[src/rtl/vedic_mul16_pkg.sv]
// Shared types for the 16x16-over-8x8 Vedic multiplier scheduler.
// Holds the FSM encoding, the partial-product tag and the per-index shift table.
package vedic_mul16_pkg;

    typedef enum logic [2:0] {
        IDLE,
        ISSUE,
        DRAIN,
        FIX,
        DONE
    } state_t;

    typedef logic [1:0] pp_idx_t;

    // idx0 = AL*BL, idx1 = AL*BH, idx2 = AH*BL, idx3 = AH*BH
    localparam logic [4:0] PP_SHIFT [4] = '{5'd0, 5'd8, 5'd8, 5'd16};

    typedef struct packed {
        logic    valid;
        pp_idx_t idx;
    } tag_t;

    // |-32768| still fits because the result is read as unsigned.
    function automatic logic [15:0] magnitude(input logic [15:0] v);
        return v[15] ? (~v + 16'd1) : v;
    endfunction

    function automatic logic [7:0] pp_byte(input logic [15:0] v, input logic hi);
        return hi ? v[15:8] : v[7:0];
    endfunction

endpackage

[src/rtl/vedic_mul16_scheduler_if.sv]
// Operand/result handshake plus the link to the shared 8x8 multiplier.
// slave = scheduler side, master = surrounding MAC front end / multiplier.
interface vedic_mul16_scheduler_if;
    logic        in_valid;
    logic        in_ready;
    logic [15:0] in_a;
    logic [15:0] in_b;
    logic        out_valid;
    logic        out_ready;
    logic [31:0] out_p;
    logic        busy;
    logic [7:0]  mul_a;
    logic [7:0]  mul_b;
    logic [15:0] mul_p;

    modport slave (
        input  in_valid, in_a, in_b, out_ready, mul_p,
        output in_ready, out_valid, out_p, busy, mul_a, mul_b
    );

    modport master (
        output in_valid, in_a, in_b, out_ready, mul_p,
        input  in_ready, out_valid, out_p, busy, mul_a, mul_b
    );
endinterface

[src/rtl/vedic_mul16_tag_pipe.sv]
// Delay line of partial-product tags, aligned with the multiplier pipeline.
// Latency DEPTH cycles; no backpressure, shifts every cycle.
// pending flags valid tags that have not yet reached the output stage.
module vedic_mul16_tag_pipe
    import vedic_mul16_pkg::*;
#(
    parameter int DEPTH = 5
) (
    input  logic clk,
    input  logic rst_n,
    input  tag_t tag_in,
    output tag_t tag_out,
    output logic pending
);

    tag_t stage [DEPTH];

    always_ff @(posedge clk or negedge rst_n) begin
        if (!rst_n) begin
            for (int i = 0; i < DEPTH; i++) begin
                stage[i] <= '0;
            end
        end else begin
            stage[0] <= tag_in;
            for (int i = 1; i < DEPTH; i++) begin
                stage[i] <= stage[i-1];
            end
        end
    end

    assign tag_out = stage[DEPTH-1];

    always_comb begin
        pending = 1'b0;
        for (int i = 0; i < DEPTH - 1; i++) begin
            pending = pending | stage[i].valid;
        end
    end

endmodule

[src/rtl/vedic_mul16_scheduler.sv]
// 16x16 product via four 8x8 partials time-shared on one external pipelined multiplier.
// Latency MUL_LATENCY+4 from acceptance (+1 with VEDIC_MUL16_SIGNED_EN for the sign fix-up).
// One operation at a time; DONE holds the result until out_ready.
module vedic_mul16_scheduler
    import vedic_mul16_pkg::*;
#(
    parameter int MUL_LATENCY = 5
) (
    input logic                     clk,
    input logic                     rst_n,
    vedic_mul16_scheduler_if.slave  bus
);

`ifdef VEDIC_MUL16_SIGNED_EN
    localparam state_t DRAIN_EXIT = FIX;
`else
    localparam state_t DRAIN_EXIT = DONE;
`endif

    state_t      state, state_nxt;
    pp_idx_t     idx, idx_nxt;
    logic [15:0] op_a, op_b, cap_a, cap_b;
    logic [31:0] acc, acc_nxt, pp_ext, out_p_q;
    logic [7:0]  mul_a_q, mul_b_q;
    tag_t        tag_in, tag_out;
    logic        pending;

`ifdef VEDIC_MUL16_SIGNED_EN
    logic neg;

    assign cap_a = magnitude(bus.in_a);
    assign cap_b = magnitude(bus.in_b);

    always_ff @(posedge clk or negedge rst_n) begin
        if (!rst_n) begin
            neg <= 1'b0;
        end else if (state == IDLE && bus.in_valid) begin
            neg <= bus.in_a[15] ^ bus.in_b[15];
        end
    end
`else
    assign cap_a = bus.in_a;
    assign cap_b = bus.in_b;
`endif

    assign idx_nxt = idx + 2'd1;
    assign tag_in  = {state == ISSUE, idx};

    vedic_mul16_tag_pipe #(
        .DEPTH (MUL_LATENCY)
    ) u_tag_pipe (
        .clk     (clk),
        .rst_n   (rst_n),
        .tag_in  (tag_in),
        .tag_out (tag_out),
        .pending (pending)
    );

    // mul_p is only trusted when a tag emerges alongside it.
    assign pp_ext  = {16'd0, bus.mul_p} << PP_SHIFT[tag_out.idx];
    assign acc_nxt = tag_out.valid ? acc + pp_ext : acc;

    always_comb begin
        state_nxt = state;
        case (state)
            IDLE:    if (bus.in_valid)  state_nxt = ISSUE;
            ISSUE:   if (idx == 2'd3)   state_nxt = DRAIN;
            DRAIN:   if (!pending)      state_nxt = DRAIN_EXIT;
            FIX:                        state_nxt = DONE;
            DONE:    if (bus.out_ready) state_nxt = IDLE;
            default:                    state_nxt = IDLE;
        endcase
    end

    always_ff @(posedge clk or negedge rst_n) begin
        if (!rst_n) begin
            state <= IDLE;
        end else begin
            state <= state_nxt;
        end
    end

    always_ff @(posedge clk or negedge rst_n) begin
        if (!rst_n) begin
            idx     <= '0;
            op_a    <= '0;
            op_b    <= '0;
            acc     <= '0;
            out_p_q <= '0;
            mul_a_q <= '0;
            mul_b_q <= '0;
        end else begin
            acc <= acc_nxt;
            case (state)
                IDLE: begin
                    if (bus.in_valid) begin
                        op_a    <= cap_a;
                        op_b    <= cap_b;
                        acc     <= '0;
                        idx     <= '0;
                        mul_a_q <= cap_a[7:0];
                        mul_b_q <= cap_b[7:0];
                    end
                end
                ISSUE: begin
                    idx <= idx_nxt;
                    if (idx == 2'd3) begin
                        mul_a_q <= '0;
                        mul_b_q <= '0;
                    end else begin
                        mul_a_q <= pp_byte(op_a, idx_nxt[1]);
                        mul_b_q <= pp_byte(op_b, idx_nxt[0]);
                    end
                end
`ifdef VEDIC_MUL16_SIGNED_EN
                FIX: out_p_q <= neg ? (32'd0 - acc) : acc;
`else
                // Last partial lands on the same edge that leaves DRAIN.
                DRAIN: if (!pending) out_p_q <= acc_nxt;
`endif
                default: ;
            endcase
        end
    end

    assign bus.in_ready  = (state == IDLE);
    assign bus.out_valid = (state == DONE);
    assign bus.busy      = (state != IDLE);
    assign bus.out_p     = out_p_q;
    assign bus.mul_a     = mul_a_q;
    assign bus.mul_b     = mul_b_q;

endmodule

[src/flat_wrapper.sv]
// flat-port wrapper written by rule: the top's interface ports become plain ports
module vedic_mul16_scheduler_flat import vedic_mul16_pkg::*;
#(
    parameter int MUL_LATENCY = 5
)
  (clk, rst_n, bus_in_valid, bus_in_a, bus_in_b, bus_out_ready, bus_mul_p, bus_in_ready, bus_out_valid, bus_out_p, bus_busy, bus_mul_a, bus_mul_b);
  vedic_mul16_scheduler_if bus_i ();
  input logic clk;
  input logic rst_n;
  input wire logic [$bits(bus_i.in_valid)-1:0] bus_in_valid;
  input wire logic [$bits(bus_i.in_a)-1:0] bus_in_a;
  input wire logic [$bits(bus_i.in_b)-1:0] bus_in_b;
  input wire logic [$bits(bus_i.out_ready)-1:0] bus_out_ready;
  input wire logic [$bits(bus_i.mul_p)-1:0] bus_mul_p;
  output wire logic [$bits(bus_i.in_ready)-1:0] bus_in_ready;
  output wire logic [$bits(bus_i.out_valid)-1:0] bus_out_valid;
  output wire logic [$bits(bus_i.out_p)-1:0] bus_out_p;
  output wire logic [$bits(bus_i.busy)-1:0] bus_busy;
  output wire logic [$bits(bus_i.mul_a)-1:0] bus_mul_a;
  output wire logic [$bits(bus_i.mul_b)-1:0] bus_mul_b;
  assign bus_i.in_valid = bus_in_valid;
  assign bus_i.in_a = bus_in_a;
  assign bus_i.in_b = bus_in_b;
  assign bus_i.out_ready = bus_out_ready;
  assign bus_i.mul_p = bus_mul_p;
  assign bus_in_ready = bus_i.in_ready;
  assign bus_out_valid = bus_i.out_valid;
  assign bus_out_p = bus_i.out_p;
  assign bus_busy = bus_i.busy;
  assign bus_mul_a = bus_i.mul_a;
  assign bus_mul_b = bus_i.mul_b;
  vedic_mul16_scheduler #(.MUL_LATENCY(MUL_LATENCY)) u_core (.clk(clk), .rst_n(rst_n), .bus(bus_i));
endmodule
[config.mk]
export PLATFORM = sky130hd
export DESIGN_NAME = vedic_mul16_scheduler_flat
export DESIGN_NICKNAME = d
export VERILOG_FILES = /design/src/rtl/vedic_mul16_pkg.sv /design/src/rtl/vedic_mul16_scheduler_if.sv /design/src/rtl/vedic_mul16_tag_pipe.sv /design/src/rtl/vedic_mul16_scheduler.sv /design/src/flat_wrapper.sv
export SDC_FILE = /design/constraint.sdc
export NUM_CORES = 1
export LEC_CHECK = 0
export BUFFER_PORTS_ARGS = -buffer_cell sky130_fd_sc_hd__buf_2
export CORE_MARGIN = 4
export CORE_UTILIZATION = 45
export CTS_CLUSTER_DIAMETER = 30
export DETAILED_ROUTE_END_ITERATION = 12
export HOLD_SLACK_MARGIN = 0.05
export PLACE_DENSITY = 0.65
export SYNTH_ARGS = -nofsm -noshare
export SYNTH_HDL_FRONTEND = slang
export SYNTH_HIERARCHICAL = 1
export SYNTH_SLANG_ARGS = --single-unit
[constraint.sdc]
create_clock -name clk -period 10.9 [get_ports clk]
set_input_delay 1.09 -clock clk [delete_from_list [all_inputs] [get_ports clk]]
set_output_delay 1.09 -clock clk [all_outputs]
set_load 0.01 [all_outputs]
Yosys cells after proc, flatten, opt, wreduce, memory -nomap -nowiden
Index checks and enable logic that the tools add are counted.
- $add $sub $neg: 2
- order comparisons: 1
- equal/unequal tests: 9
- shifts and indexed selects: 1
- mux-type cells: 21
- bitwise operators: 5
- reductions and logical operators: 7
- operators by type and width (kind ; number):
    2-to-1 mux 32 bit ; 3
    2-to-1 mux 8 bit ; 6
    adder 32 bit ; 1
    case mux 8 bit (2 select lines) ; 2
    left shift 16 x 5 -> 32 bit ; 1
    case mux 3 bit (5 select lines) ; 1
    2-to-1 mux 3 bit ; 4
    binary-select mux 5 bit (select 2 bit) ; 1
    2-to-1 mux 5 bit ; 2
    equality test 3 x 2 -> 1 bit (second input constant) ; 2
    inequality test 2 bit (second input constant) ; 3
    AND reduction 2 bit ; 3
    case mux 2 bit (2 select lines) ; 1
    AND reduction 4 bit ; 1
    equality test 3 x 1 -> 1 bit (second input constant) ; 1
    equality test 3 bit (second input constant) ; 1
    >= comparator 3 bit (second input constant) ; 1
    zero test 3 bit ; 1
    NOT 2 -> 3 bit ; 1
    OR 1 bit ; 3
    nonzero test 3 bit ; 1
    adder 2 x 1 -> 2 bit (second input constant) ; 1
    equality test 2 bit (second input constant) ; 1
    2-to-1 mux 2 bit ; 1
    other kinds (3) ; 3
- register bits after elaboration: 132
- input bits: 52
- output and inout bits: 51

Depth between registers and ports, before layout
Gate-level depths: netlist (run 1).
- depth after elaboration: 9
- depth in mapped cells: 17
- depth with buffers taken out: 14

Cells and area by module
Netlist (run 1), hierarchy kept.
- by module, submodules not included (module ; instances ; cells each ; area each (um^2) ; seq. area each (um^2)):
    vedic_mul16_scheduler ; 1 ; 792 ; 6994.2 ; 2927.8
    vedic_mul16_tag_pipe ; 1 ; 19 ; 405.4 ; 375.4

Least setup slack after synthesis (run 1)
OpenSTA, ideal clock, no wires.
- path type: reg-to-reg
- from: register u_core.u_tag_pipe.stage (netlist bit u_core/u_tag_pipe/tag_out[0])
- to: register u_core.out_p_q[26], in the netlist u_core/bus.out_p[26]
- setup time: 0.125 ns
- arrival: 3.524 ns
- path slack: 7.251 ns
- stages on the path, launching flop included: 17
- clock period less this slack: 3.649 ns
- cell sequence: dfrtp_1 -> buf_4 -> ha_1 -> buf_1 -> nor2_1 -> and2_1 -> ha_1 -> fa_1 -> a211oi_1 -> o21ai_1 -> a21oi_2 -> a21oi_2 -> nand4_1 -> a31oi_1 -> xnor2_1 -> a21oi_1 -> mux2_2
- cells in the longest elaborated chain, start to end: 7
- ends and longest elaborated chain (what ; line ; text):
    start, declared ; vedic_mul16_tag_pipe.sv:16 ; tag_t stage [DEPTH];
    start signal, assigned by index ; vedic_mul16_tag_pipe.sv:26 ; stage[i] <= stage[i-1];
    NOT 2 -> 3 bit (implied by the code) ; vedic_mul16_scheduler.sv:60 ; assign pp_ext = {16'd0, bus.mul_p} << PP_SHIFT[tag_out.idx];
    binary-select mux 5 bit (select 2 bit) ; vedic_mul16_scheduler.sv:60 ;
    2-to-1 mux 5 bit (implied by the code) (2 in a row) ; vedic_mul16_scheduler.sv:60 ;
    left shift 16 x 5 -> 32 bit ; vedic_mul16_scheduler.sv:60 ;
    adder 32 bit ; vedic_mul16_scheduler.sv:61 ; assign acc_nxt = tag_out.valid ? acc + pp_ext : acc;
    2-to-1 mux 32 bit ; vedic_mul16_scheduler.sv:61 ;
    end signal, assigned ; vedic_mul16_scheduler.sv:119 ; DRAIN: if (!pending) out_p_q <= acc_nxt;
    end, declared ; vedic_mul16_scheduler.sv:23 ; logic [31:0] acc, acc_nxt, pp_ext, out_p_q;
Every way passes these cells. The select of a mux whose other input is x is not followed.
A chain may end at the register's enable or synchronous reset.

Final worst setup path (run 1)
- from: register u_core.u_tag_pipe.stage (netlist bit u_core/u_tag_pipe/tag_out[0])
- to: register u_core.out_p_q[31], in the netlist u_core/bus.out_p[31]
The elaborated chain is that of the path after synthesis.

==> results of run 1 <==
[report_power, final]
group          total [mW]  internal [mW]  switching (mW)
registers           0.843          0.716           0.127
clock network       0.557          0.305           0.252
logic                1.56          0.623           0.935
[state kept, by name, indices dropped and copies added, names as in the netlist]
| register | cells |
|---|---|
| u_core/acc | 32 |
| u_core/bus.mul_a | 8 |
| u_core/bus.mul_b | 8 |
| u_core/bus.out_p | 32 |
| u_core/idx | 2 |
| u_core/op_a | 16 |
| u_core/op_b | 16 |
| u_core/state | 3 |
| u_core/u_tag_pipe/stage | 12 |
| u_core/u_tag_pipe/tag_out | 3 |
[Yosys cell counts, types with 12 or more instances]
library cell and instances:
nor2b_1 17, dfrtp_1 132, o21ai_0 41, clkbuf_1 33, nor3_1 15, nand2_1 171
a21o_1 16, and2_1 13, nor2_1 64, a21oi_1 43, xnor2_1 17, ha_1 34
mux2_2 12, mux2i_1 40
[cells in the final DEF, fill, tap and decap left out, types with 5 or more instances in the layout]
master     count
a211oi_1       6
a21o_1        16
a21oi_1       43
a21oi_2        8
a22o_1         8
a31oi_1        9
and2_1        12
and3_1         9
buf_2        101
buf_4          6
clkbuf_16     17
dfrtp_1      132
ha_1          34
inv_1          6
inv_8          5
mux2_2        12
mux2i_1       40
nand2_1      171
nand2b_1       7
nand3_1        9
nand4_1        6
nor2_1        64
nor2b_1       17
nor3_1        14
o211ai_1      10
o21a_1         5
o21ai_0       41
o21ai_1        6
o21bai_1       5
o22ai_1       10
xnor2_1       17
xor2_1         7
[cell families (layout without fill, tap and decap cells)]
| family | Yosys count | count (layout) | share of synthesized area, % |
|---|---|---|---|
| AND/OR/NAND/NOR | 330 | 330 | 19.9 |
| AO/OA/AOI/OAI | 185 | 185 | 16.2 |
| flip-flops | 132 | 132 | 44.6 |
| buffers and inverters | 53 | 147 | 3.13 |
| multiplexers | 52 | 52 | 7.24 |
| adder cells (fa/ha/maj) | 35 | 35 | 6.02 |
| XOR/XNOR | 24 | 24 | 2.84 |
[worst reg2reg max path: cells and delay by family (launching register included)]
| kind | cells | cell delay (ps) |
|---|---|---|
| fa+ha+maj | 2 | 910 |
| compound gates | 5 | 1320 |
| flops | 1 | 360 |
| simple gates | 4 | 1030 |
| xor+xnor | 1 | 250 |
[metrics by stage]
step                area, sq um  setup slack, ps  instances
finish                     8620             6920       1121
global route               8620             6640       1121
CTS                        8620             6980       1121
detailed placement         8040             6950       1089
global placement           8040             6990       1089
floorplan                  7400             7250        811
[worst max-delay path by stage]
stage | startpoint | end | slack [ps] | cells past startpoint
finish | u_core/u_tag_pipe/tag_out[0]$_DFF_PN0_ | u_core/bus.out_p[31]$_DFFE_PN0P_ | 6920 | 12
global route | u_core/u_tag_pipe/tag_out[0]$_DFF_PN0_ | u_core/bus.out_p[26]$_DFFE_PN0P_ | 6640 | 14
CTS | u_core/u_tag_pipe/tag_out[0]$_DFF_PN0_ | u_core/bus.out_p[26]$_DFFE_PN0P_ | 6980 | 14
detailed placement | bus_mul_p[2] | u_core/bus.out_p[31]$_DFFE_PN0P_ | 6950 | 12
global placement | bus_mul_p[6] | u_core/bus.out_p[31]$_DFFE_PN0P_ | 6990 | 13
floorplan | u_core/u_tag_pipe/tag_out[0]$_DFF_PN0_ | u_core/bus.out_p[26]$_DFFE_PN0P_ | 7250 | 16
[layer usage]
| layer | part of all wire (%) | vias up | GRT usage (%) |
|---|---|---|---|
| li1 | - | 3000 | - |
| met1 | 46 | 2863 | 28.6 |
| met2 | 48 | 137 | 33.5 |
| met3 | 5.1 | 14 | 5.22 |
| met4 | 1.3 | 0 | 5.94 |
| met5 | 0 | - | 0 |
[final cells by class]
cell class | instances | area [sq um] | area share, %
clock inverter | 15 | 156 | 1.81
multi-input combinational | 626 | 3880 | 45.0
inverter | 7 | 26.3 | 0.305
sequential | 132 | 3300 | 38.3
clock buffer | 17 | 425 | 4.94
tap | 216 | 270 | 3.14
timing repair buffer | 108 | 562 | 6.52
==> flow_metrics.env, run 1 <==
export IMPL_postCtsHoldBufs=0
export IMPL_startpoint_type="register"
export IMPL_fillers=1540
export IMPL_cts_tree="yes"
export IMPL_critPathKind="register to register"
export IMPL_rsz0062_at_grt="false"
export IMPL_clockRootBuffer="clkbuf_16"
export IMPL_synth_top_area_cell="dfrtp_1"
export IMPL_synthCells=811
export IMPL_remaining_drc_errors=0
export IMPL_worstHoldStart="u_core/u_tag_pipe/stage[9]$_DFF_PN0_"
export IMPL_drive_above_1_share_pct=19.4
export IMPL_dieArea_sq_um=18600
export IMPL_numCtsBuffers=17
export IMPL_grt_pass1_vias=5891
export IMPL_yosysWarnings=6
export IMPL_synthArstFlopShare_pct=100
export IMPL_drt_pass1_iterations=6
export IMPL_row_count=46
export IMPL_crit_required_ps=11210
export IMPL_die_x_um=136
export IMPL_grt_max_degree=74
export IMPL_synth_area_leaders="dfrtp_1 (45%), nand2_1 (8.7%), ha_1 (5.7%)"
export IMPL_crit_path_cell_trace="ha_1 -> nor2b_1 -> a22o_1 -> ha_1 -> a2111oi_2 -> nand3_1 -> a21oi_2 -> a21oi_2 -> nor3_1 -> xnor2_1 -> nor3_1 -> a2111oi_1"
export IMPL_finalSetupTns_ps=0
export IMPL_first_iter_violations=325
export IMPL_relSlewSlack_pct=26.4
export IMPL_total_power_mw=2.96
export IMPL_hold_depth=0
export IMPL_ios=103
export IMPL_track_usage_pct=21.0
export IMPL_syn_area_sq_um=7400
export IMPL_end_kind="register"
export IMPL_area_growth_pct=16.5
export IMPL_ys_seq_area_share_pct=44.6
export IMPL_finalWirelength_um=18600
export IMPL_initial_core_util_pct=46.2
export IMPL_r2r_end="u_core/bus.out_p[31]$_DFFE_PN0P_"
export IMPL_worst_path_buf_inv=0
export IMPL_port_buffers=102
export IMPL_clkSinkCount=132
export IMPL_leakagePower_nw=4.25
export IMPL_avgSynthCellArea_sq_um=9.12
export IMPL_ys_ff_latch=132
export IMPL_place_gp_congestion=0.962
export IMPL_critPathTopFamily="compound AO/OA/AOI/OAI gates"
export IMPL_hold_class="register to register"
export IMPL_crit_fanout=11
export IMPL_reg2reg_slack_ps=6920
export IMPL_vias_per_cell=5.36
export IMPL_ir_drop_mv=0.150
export IMPL_die_h_um=136
export IMPL_r2r_start="u_core/u_tag_pipe/tag_out[0]$_DFF_PN0_"
export IMPL_synthDistinctLibCells=61
export IMPL_core_sq_um=16000
export IMPL_dp_hpwl_um=13100
export IMPL_htree_levels=4
export IMPL_clk_latency_ps=430
export IMPL_worstHoldEndpoint="u_core/u_tag_pipe/stage[6]$_DFF_PN0_"
export IMPL_cpPeakStageDelay_ps=580
export IMPL_grt_overflow_total=0
export IMPL_clkTransAtPathRegs_ps=70
export IMPL_max_cap_violations=0
export IMPL_post_cts_buffers=0
export IMPL_synth_nets=898
export IMPL_finClkSkew_ps=12.6
export IMPL_detail_route_antenna_nets=0
export IMPL_synth_enable_flop_cells=0
export IMPL_min_period_over_period_pct=36.5
export IMPL_synthFlopType="dfrtp_1"
export IMPL_finalSetupViolations=0
export IMPL_rr_worst_depth=12
export IMPL_synth_top_area_share_pct=44.6
export IMPL_crit_arrival_ps=4290
export IMPL_crit_path_top_delay_cell="ha_1"
export IMPL_drv_slew=0
export IMPL_worstMarginPinSlew_ps=1100
export IMPL_wl_per_cell_um=16.6
export IMPL_status="finished clean"
export IMPL_power_density_nw_per_um2=343
export IMPL_nets=979
export IMPL_max_freq_mhz=251
export IMPL_finalHoldViolCount=0
export IMPL_post_cts_resized=0
export IMPL_clockBufferDepth=2
export IMPL_fin_crit_ps=3980
export IMPL_antenna_found_initial=0
export IMPL_vias=6014
export IMPL_grt_pass1_wl_um=30500
export IMPL_hold_ws_ps=347
export IMPL_finish_utilization_pct=53.9
export IMPL_antenna_cells=0
Note: power is estimated with default switching activity, not from simulation.
==> inputs of run 2 (changes only) <==
--- a/config.mk
+++ b/config.mk
@@ -11,7 +11,7 @@
 export CTS_CLUSTER_DIAMETER = 30
 export DETAILED_ROUTE_END_ITERATION = 12
 export HOLD_SLACK_MARGIN = 0.05
-export PLACE_DENSITY = 0.65
+export PLACE_DENSITY = 0.68
 export SYNTH_ARGS = -nofsm -noshare
 export SYNTH_HDL_FRONTEND = slang
 export SYNTH_HIERARCHICAL = 1
==> constraint.sdc (replaced) <==
create_clock -name clk -period 3.6 [get_ports clk]
set_input_delay 0.36 -clock clk [delete_from_list [all_inputs] [get_ports clk]]
set_output_delay 0.36 -clock clk [all_outputs]
set_load 0.01 [all_outputs]
==> flow_metrics.env, run 2 (same netlist as run 1, synthesis figures left out) <==
export IMPL_detail_route_antenna_nets=0
export IMPL_fin_cells=1155
export IMPL_drt_pass1_iterations=6
export IMPL_finalHoldViolCount=0
export IMPL_wl_per_cell_um=16.9
export IMPL_cts_tree="yes"
export IMPL_clockRootBuffer="clkbuf_16"
export IMPL_finalWirelength_um=19600
export IMPL_relSlewSlack_pct=50.2
export IMPL_numCtsBuffers=17
export IMPL_grt_pass1_wl_um=32300
export IMPL_crit_arrival_ps=3780
export IMPL_initial_core_util_pct=46.2
export IMPL_row_count=46
export IMPL_fillers=1519
export IMPL_ff_latch_area_sq_um=3300
export IMPL_grt_max_degree=81
export IMPL_dieArea_sq_um=18600
export IMPL_fin_crit_ps=3440
export IMPL_vias=6325
export IMPL_clkSinkCount=132
export IMPL_max_cap_violations=0
export IMPL_hold_ws_ps=116
export IMPL_first_iter_violations=475
export IMPL_antenna_cells=0
export IMPL_finalSetupTns_ps=0
export IMPL_die_h_um=136
export IMPL_min_period_over_period_pct=95.7
export IMPL_htree_levels=4
export IMPL_remaining_drc_errors=0
export IMPL_clockBufferDepth=2
export IMPL_ir_drop_mv=0.451
export IMPL_layout_commonest_cell="nand2_1"
export IMPL_nets=1013
export IMPL_ios=103
export IMPL_status="finished clean"
export IMPL_final_area_sq_um=8990
export IMPL_grt_overflow_total=0
export IMPL_power_density_nw_per_um2=1060
export IMPL_crit_fanout=6
export IMPL_antenna_found_initial=0
export IMPL_reg2reg_slack_ps=160
export IMPL_finalSetupViolations=0
export IMPL_place_gp_congestion=0.951
export IMPL_hold_class="input pin to register"
export IMPL_layout_common_cells="nand2_1 (170), dfrtp_1 (132), buf_2 (101)"
export IMPL_drive_above_1_share_pct=23.7
export IMPL_dp_hpwl_um=14000
export IMPL_area_growth_pct=21.6
export IMPL_hold_depth=3
export IMPL_core_sq_um=16000
export IMPL_clk_latency_ps=420
export IMPL_port_buffers=102
export IMPL_die_x_um=136
export IMPL_vias_per_cell=5.48
export IMPL_critPathKind="register to register"
export IMPL_grt_pass1_vias=6252
export IMPL_multi_input_area_sq_um=3960
export IMPL_max_freq_mhz=290
export IMPL_placedCellCount=1120
export IMPL_drv_slew=0
export IMPL_leakagePower_nw=4.43
export IMPL_clkTransAtPathRegs_ps=70
export IMPL_startpoint_type="register"
export IMPL_finClkSkew_ps=9.75
export IMPL_rr_worst_depth=14
export IMPL_dpl_cell_area_sq_um=8290
export IMPL_worstMarginPinSlew_ps=747
export IMPL_track_usage_pct=22.2
export IMPL_crit_required_ps=3940
export IMPL_rsz0062_at_grt="true"
export IMPL_end_kind="register"
## run 2: layout make-up
cell class,count,share of cell area (%)
Multi-Input combinational cell,626,44.1
Sequential cell,132,36.7
Timing Repair Buffer,142,9.29
Clock buffer,17,4.73
Tap cell,216,3.00
Clock inverter,15,1.91
Inverter,7,0.292
## run 2: path summary, 6_finish.rpt
| check | startpoint | to |
|---|---|---|
| setup / recovery | u_core/u_tag_pipe/tag_out[1]$_DFF_PN0_ | u_core/bus.out_p[25]$_DFFE_PN0P_ |
| min in group asynchronous | rst_n | u_core/bus.out_p[11]$_DFFE_PN0P_ |
| max in group asynchronous | rst_n | u_core/acc[23]$_DFF_PN0_ |
| hold / removal | bus_in_b[14] | u_core/op_b[14]$_DFFE_PN0P_ |
| setup reg to reg | u_core/u_tag_pipe/tag_out[1]$_DFF_PN0_ | u_core/bus.out_p[25]$_DFFE_PN0P_ |
| hold reg to reg | u_core/u_tag_pipe/stage[4]$_DFF_PN0_ | u_core/u_tag_pipe/tag_out[1]$_DFF_PN0_ |
## run 2: metrics by stage
stage / worst slack (ps) / power, mW / util (%)
floorplan: 145 / 6.09 / -
global placement: 96.4 / 7.50 / 51.8
detailed placement: 45.7 / 7.56 / 51.8
CTS: 42.6 / 9.39 / 55.6
global route: -55.2 / 10.3 / 56.2
finish: 156 / 9.51 / 56.2
## run 2: report_power, final
group,switching (mW),internal (mW)
Clock,0.721,1.04
Sequential,0.379,2.17
Combinational,3.01,2.19
Total,4.11,5.40
## run 2: timing repair
| action | in CTS | in global routing |
|---|---|---|
| hold buffers | 1 | 0 |
| hold endpoints to repair | 79 | 0 |
| gates resized for setup | 0 | 18 |
| endpoints found under the setup margin | 0 | 20 |
| buffers inserted | 0 | 2 |
## run 2: per-layer routing
metal,wire [um],track usage [%],part of all wire [%]
met3,1070,4.85,5.5
met5,0,0,0
met2,9110,34.0,47
met1,8870,30.9,45
met4,516,8.51,2.6
## run 2: worst max-delay path: stages, from the launching register on
cell	delay, ps
dfrtp_1	370
ha_1	350
nor2_1	80
buf_4	160
and2_1	180
ha_1	400
nand4b_1	180
a21oi_2	300
o21bai_2	120
a2111oi_0	380
buf_4	190
nor3_1	60
xnor2_1	260
mux2i_1	150
o21ai_0	170
